--- src/rtl/msg_gen_hex.sv ---
// Response-line generator: streams a ROM text span, an optional hex rendering of
// a DW-bit result and a CR/LF (or LF-only) terminator to the UART TX front end.
module msg_gen_hex #(
    parameter int AW          = 7,
    parameter int DW          = 64,
    parameter int EOL_LF_ONLY = 0
) (
    input  logic          clk_i,
    input  logic          rst_ni,
    input  logic          res_rdy_t_i,
    input  logic [2:0]    res_mode_i,
    input  logic [AW-1:0] res_start_i,
    input  logic [AW-1:0] res_end_i,
    input  logic [DW-1:0] res_val_i,
    output logic          res_rdy_r_o,
    output logic [AW-1:0] addr_o,
    input  logic [7:0]    data_i,
    output logic          tx_rdy_t_o,
    output logic [7:0]    tx_data_t_o,
    input  logic          tx_rdy_r_i
);
    localparam int ND = DW / 4;
    localparam int IW = (ND > 1) ? $clog2(ND) : 1;
    localparam logic [IW-1:0] LAST_IDX = IW'(ND - 1);

    typedef enum logic [2:0] {
        S_IDLE, S_FETCH, S_TMEM, S_THEX, S_TCR, S_TLF
    } state_t;

    state_t        state_q;
    logic [AW-1:0] addr_q;
    logic [AW-1:0] end_q;
    logic [DW-1:0] val_q;
    logic [2:0]    mode_q;
    logic [IW-1:0] idx_q;
    logic [7:0]    tx_data_q;
    logic          tx_rdy_q;
    logic          res_rdy_q;

    logic [IW-1:0] lz_idx_d;
    logic [IW-1:0] idx_inc_d;
    logic [DW-1:0] cur_sh_d;
    logic [DW-1:0] nxt_sh_d;
    logic [7:0]    cur_char_d;
    logic [7:0]    nxt_char_d;
    logic          is_hex_d;
    logic          xfer_d;
    logic [7:0]    eol_first_d;

    function automatic logic [7:0] hex_ascii(input logic [3:0] nib);
        return (nib < 4'd10) ? (8'h30 + {4'h0, nib}) : (8'h37 + {4'h0, nib});
    endfunction

    // Index of the most significant non-zero nibble; the last digit when the value is zero.
    always_comb begin
        lz_idx_d = LAST_IDX;
        for (int i = ND - 1; i >= 0; i--) begin
            if (res_val_i[DW-1-4*i -: 4] != 4'd0) lz_idx_d = IW'(i);
        end
    end

    always_comb begin
        idx_inc_d   = idx_q + IW'(1);
        cur_sh_d    = val_q << {idx_q, 2'b00};
        nxt_sh_d    = val_q << {idx_inc_d, 2'b00};
        cur_char_d  = hex_ascii(cur_sh_d[DW-1 -: 4]);
        nxt_char_d  = hex_ascii(nxt_sh_d[DW-1 -: 4]);
        is_hex_d    = (mode_q == 3'b001) || (mode_q == 3'b010);
        xfer_d      = tx_rdy_q & tx_rdy_r_i;
        eol_first_d = (EOL_LF_ONLY != 0) ? 8'h0A : 8'h0D;
    end

    always_ff @(posedge clk_i or negedge rst_ni) begin
        if (!rst_ni) begin
            state_q   <= S_IDLE;
            addr_q    <= '0;
            end_q     <= '0;
            val_q     <= '0;
            mode_q    <= '0;
            idx_q     <= '0;
            tx_data_q <= 8'h00;
            tx_rdy_q  <= 1'b0;
            res_rdy_q <= 1'b1;
        end else begin
            case (state_q)
                S_IDLE: begin
                    if (res_rdy_t_i && res_rdy_q) begin
                        addr_q    <= res_start_i;
                        end_q     <= res_end_i;
                        val_q     <= res_val_i;
                        mode_q    <= res_mode_i;
                        idx_q     <= (res_mode_i == 3'b010) ? lz_idx_d : '0;
                        res_rdy_q <= 1'b0;
                        state_q   <= S_FETCH;
                    end
                end
                S_FETCH: begin
                    tx_data_q <= data_i;
                    tx_rdy_q  <= 1'b1;
                    state_q   <= S_TMEM;
                end
                S_TMEM: begin
                    if (xfer_d) begin
                        if (addr_q != end_q) begin
                            // ROM data follows the address a cycle later, so go back through FETCH.
                            addr_q   <= addr_q + AW'(1);
                            tx_rdy_q <= 1'b0;
                            state_q  <= S_FETCH;
                        end else if (is_hex_d) begin
                            tx_data_q <= cur_char_d;
                            state_q   <= S_THEX;
                        end else begin
                            tx_data_q <= eol_first_d;
                            state_q   <= (EOL_LF_ONLY != 0) ? S_TLF : S_TCR;
                        end
                    end
                end
                S_THEX: begin
                    if (xfer_d) begin
                        if (idx_q == LAST_IDX) begin
                            tx_data_q <= eol_first_d;
                            state_q   <= (EOL_LF_ONLY != 0) ? S_TLF : S_TCR;
                        end else begin
                            idx_q     <= idx_inc_d;
                            tx_data_q <= nxt_char_d;
                        end
                    end
                end
                S_TCR: begin
                    if (xfer_d) begin
                        tx_data_q <= 8'h0A;
                        state_q   <= S_TLF;
                    end
                end
                S_TLF: begin
                    if (xfer_d) begin
                        tx_rdy_q  <= 1'b0;
                        res_rdy_q <= 1'b1;
                        state_q   <= S_IDLE;
                    end
                end
                default: state_q <= S_IDLE;
            endcase
        end
    end

    assign res_rdy_r_o = res_rdy_q;
    assign addr_o      = addr_q;
    assign tx_rdy_t_o  = tx_rdy_q;
    assign tx_data_t_o = tx_data_q;
endmodule

--- config.mk ---
export PLATFORM = sky130hd
export DESIGN_NAME = msg_gen_hex
export DESIGN_NICKNAME = d
export VERILOG_FILES = /design/src/rtl/msg_gen_hex.sv
export SDC_FILE = /design/constraint.sdc
export NUM_CORES = 1
export LEC_CHECK = 0
export CORE_MARGIN = 2
export CORE_UTILIZATION = 40
export CTS_BUF_LIST = sky130_fd_sc_hd__clkbuf_8
export DETAILED_ROUTE_END_ITERATION = 10
export PLACE_DENSITY = 0.71
export SETUP_SLACK_MARGIN = 0.1
export SLEW_MARGIN = 20
export SYNTH_ARGS = -nofsm -noshare
export SYNTH_HDL_FRONTEND = slang
export SYNTH_SLANG_ARGS = --single-unit
--- constraint.sdc ---
create_clock -name clk_i -period 6.38 [get_ports clk_i]
set_input_delay 1.276 -clock clk_i [delete_from_list [all_inputs] [get_ports clk_i]]
set_output_delay 1.276 -clock clk_i [all_outputs]
set_load 0.005 [all_outputs]
==> qor_table.md <==
| Group | Result | This run |
|---|---|---|
| placement | Placed Area | 7030 um2 |
| routing | Mean routed wirelength per cell | 19.6 um |
| sta | Tcrit/Tclk final | 0.603 |
| synthesis | Top cells by area, synth | dfrtp_1 (41%), mux2_2 (14%), mux4_2 (8.0%), mux2i_1 (4.1%), mux4_1 (2.2%) |
| routing | Residual DRC count | 0 |
| clock network | Number of buffers on the longest clock path | 2 |
| clock network | CTS H-Tree Depth | 3 |
| sta | Normalized max-slew margin | 0.336 |
| power and ir drop | Int Pwr | 1.70 mW |
| routing | Vias per std cell | 5.93 |
| grt | Global-route wire length before repair | 24800 um |
| clock network | Post-cts resize count | 0 |
| setup path | Classification of the worst setup path | flip-flop to flip-flop |
| grt | Total congestion overflow after global routing | 0 |
| clock network | Clock insertion delay at the later pin of the skew report | 0.38 ns |
| synthesis | Register area share after synthesis | 0.417 |
| grt | Maximum number of pins on one net before global-route repair | 76 |
| die | Effective utilization at floorplan | 0.406 |
| cells and area | Non-Filler Instances | 781 |
| synthesis | Async S/R FF share, synth | 1.00 |
| status | Status | complete, no violations |
| die | Total I/O pin count | 110 |
| synthesis | Mapped cell area | 5890 um2 |
| die | Die ar. | 15700 um2 |
| synthesis | Cell types with the highest counts after synthesis | dfrtp_1 (97), mux2_2 (74), nand2_1 (31) |
| die | Number of placement rows | 44 |
| setup path | Critical-path maximum fanout | 39 |
| synthesis | Most used flip-flop cell after synthesis | dfrtp_1 |
| clock network | Number of buffers created by CTS | 9 |
| cells and area | Net count reported at finish | 689 |
| cells and area | Share of layout cells above drive strength 1 | 0.228 |
| setup path | Cell seen most often among critical-path stages | ha_1 |
| setup path | CP max stage delay | 1.04 ns |
| synthesis | Net count after synthesis | 594 |
| grt | Antenna violations before repair | 0 |
| power and ir drop | VDD IR-drop max | 0.151 mV |
| power and ir drop | Switching power as a share of total power | 0.389 |
| synthesis | Share of the synthesized area in the top cell type | 0.412 |
| routing | Iteration-0 DRC Markers | 429 |
| sta | Transition time at the pin with the least slew margin | 0.996 ns |
| grt | Tot GR Track Use | 0.199 |
| sta | Unrepaired setup endpoints after global routing | no |
| sta | Time the worst path needs with I/O delays and setup | 3.85 ns |
| synthesis | Number of enable flip-flop cells after synthesis | 0 |
| power and ir drop | Switching Power | 1.08 mW |
| cells and area | Non-Filler Cell Area, Final | 7250 um2 |
| die | Die X | 125 um |
| clock network | Post-CTS setup buffer count | 0 |
| min path | Path class of the lowest-slack min-delay path | flip-flop to flip-flop |
| clock network | Clock net sink count | 98 |
| cells and area | Number of antenna cells inserted | 0 |
| setup path | Critical Path, Cell by Cell | ha_1 > xor2_2 > mux4_1 > mux2i_1 > mux2i_2 > inv_1 > ha_1 > nand2_1 > or3b_1 > a21oi_1 > o32a_1 |
| placement | Half-perimeter wire length of the detailed placement result | 11700 um |
| clock network | # hold bufs at CTS | 0 |
| setup path | Worst Setup End Kind | flip-flop |
| placement | Total instance count after detailed placement | 765 |
| synthesis | Synth Area per Inst | 11.8 um2 |
| clock network | Cell at the root of the clock tree | clkbuf_8 |
| grt | Vias in the first global route | 4650 |
| sta | Pins Over Slew Limit | 0 |
| synthesis | Synthesized instance count | 497 |
| die | Die extent in y | 125 um |
| power and ir drop | Power per unit of standard cell area | 384 nW/um2 |
| power and ir drop | Gate power share | 0.432 |
| flow run | Number of violations of the max-capacitance limit | 0 |
| placement | GP Congestion | 0.874 |
| clock network | Clock tree from TritonCTS | yes |
| synthesis | Post-synthesis sequential element count | 98 |
| synthesis | Number of distinct library cell variants in the gate-level netlist after synthesis | 72 |
| routing | Router iterations before antenna repair | 5 |
| placement | Port Buf Inserts | 109 |
| power and ir drop | Portion of total power attributed to sequential cells | 0.406 |
| synthesis | Top cell type by total area after synthesis | dfrtp_1 |
| sta | Number of hold violations in the final report | 0 |
| synthesis | Warnings from Yosys | 0 |
| die | Area of the core region | 14500 um2 |
| power and ir drop | Leak Pwr | 3.11 nW |
| setup path | Critical path launch point type | flip-flop |
| setup path | Slowest CP cell | dfrtp_2 |
| cells and area | Synth-to-Final Area Change | 23.2% |
| power and ir drop | Clk pwr share | 0.162 |
| routing | DR vias | 4630 |
| sta | Final-layout setup total negative slack | 0 ns |
| sta | Final-layout worst hold slack | 0.531 ns |
| routing | Final wirelength | 15300 um |
| setup path | Data arrival time at the worst-slack endpoint | 4.18 ns |
| sta | Worst Skew | 0.0116 ns |
| routing | Count of antenna-violating nets left after detailed routing | 0 |
| sta | Peak Freq | 0.260 GHz |
| synthesis | Most common cell in the synthesized netlist | dfrtp_1 |
| clock network | Clock-pin slew reported for the worst setup and hold paths after clock tree synthesis | 0.10 ns |
| setup path | Data required time at the worst endpoint | 6.71 ns |
| sta | Final setup violation count | 0 |
logic make-up (layout without fill, tap and decap cells):
group,count (synthesis),in the layout,synth area share
xor+xnor,10,10,0.0193
mux,125,125,0.287
buf+inv,37,137,0.0404
flops,98,98,0.417
fa+ha+maj,4,4,0.00850
simple gates,118,118,0.105
compound gates,105,105,0.122
state kept, by name, indices dropped and copies added (netlist names), 3 cells and up:
signal	cells
idx_q	4
tx_data_t_o	8
mode_q	3
val_q	64
addr_o	7
state_q	3
end_q	7
cell usage in the layout, fill, tap and decap left out, drive strengths merged, types with 6 or more instances in the layout:
master	instances
clkdlybuf4s50	108
nor2	25
a21oi	25
nand3	10
nand2	32
a31oi	6
inv	12
clkbuf	9
a221oi	10
mux2i	25
mux2	74
nor4	17
o21ai	29
dfrtp	97
mux4	26
xor2	9
critical path, delay by kind of cell (launching register included):
family | cells | cell delay (ns)
xor gates and xnor gates | 1 | 0.62
adders and majority gates | 2 | 0.57
DFF | 1 | 1.04
and+or+nand+nor | 2 | 0.41
muxes | 3 | 0.76
buffers and inverters | 1 | 0.09
AOI/OAI and AO/OA | 2 | 0.29
power by group through the flow:
| stage | combinational, mW | clock, mW | sequential [mW] |
|---|---|---|---|
| 2_1_floorplan | 0.994 | 0 | 0.964 |
| 3_5_place_dp | 1.20 | 0 | 1.14 |
| 3_3_place_gp | 1.16 | 0 | 1.13 |
| 6_report | 1.20 | 0.453 | 1.13 |
| 4_1_cts | 1.20 | 0.464 | 1.13 |
| 5_1_grt | 1.31 | 0.492 | 1.17 |
per-layer routing:
metal | global-route usage | up-vias | share of wire
li1 | - | 2086 | -
met1 | 0.264 | 2325 | 0.44
met2 | 0.320 | 183 | 0.47
met3 | 0.0424 | 36 | 0.056
met4 | 0.0745 | 0 | 0.033
met5 | 0 | - | 0
area by class of cell:
cell class                      instances  area, um2
Fill cell                            1291       7230
Multi-Input combinational cell        362       3200
Tap cell                              184        230
Sequential cell                        98       2450
Inverter                                9       33.8
Timing Repair Buffer                  112       1110
Clock buffer                            9        124
Clock inverter                          7       98.8
final timing paths:
path / startpoint / slack [ns] / cells after the start / to
setup / recovery: idx_q[0] / 2.53 / 11 / tx_data_t_o[2]
max in group asynchronous: rst_ni / 4.33 / 2 / idx_q[0]
min in group asynchronous: rst_ni / 0.86 / 1 / addr_o[0]
setup reg to reg: idx_q[0] / 2.53 / 11 / tx_data_t_o[2]
hold / removal: tx_data_t_o[0] / 0.53 / 1 / tx_data_t_o[0]
hold reg to reg: tx_data_t_o[0] / 0.53 / 1 / tx_data_t_o[0]
through the flow:
stage / total power, mW / util / worst slack (ns)
2_1_floorplan: 1.96 / - / 3.57
3_3_place_gp: 2.29 / 0.486 / 2.67
3_5_place_dp: 2.34 / 0.486 / 2.55
4_1_cts: 2.79 / 0.501 / 2.53
5_1_grt: 2.97 / 0.501 / 2.26
6_report: 2.79 / 0.501 / 2.53
No activity file was read; power rests on OpenSTA's default activity.
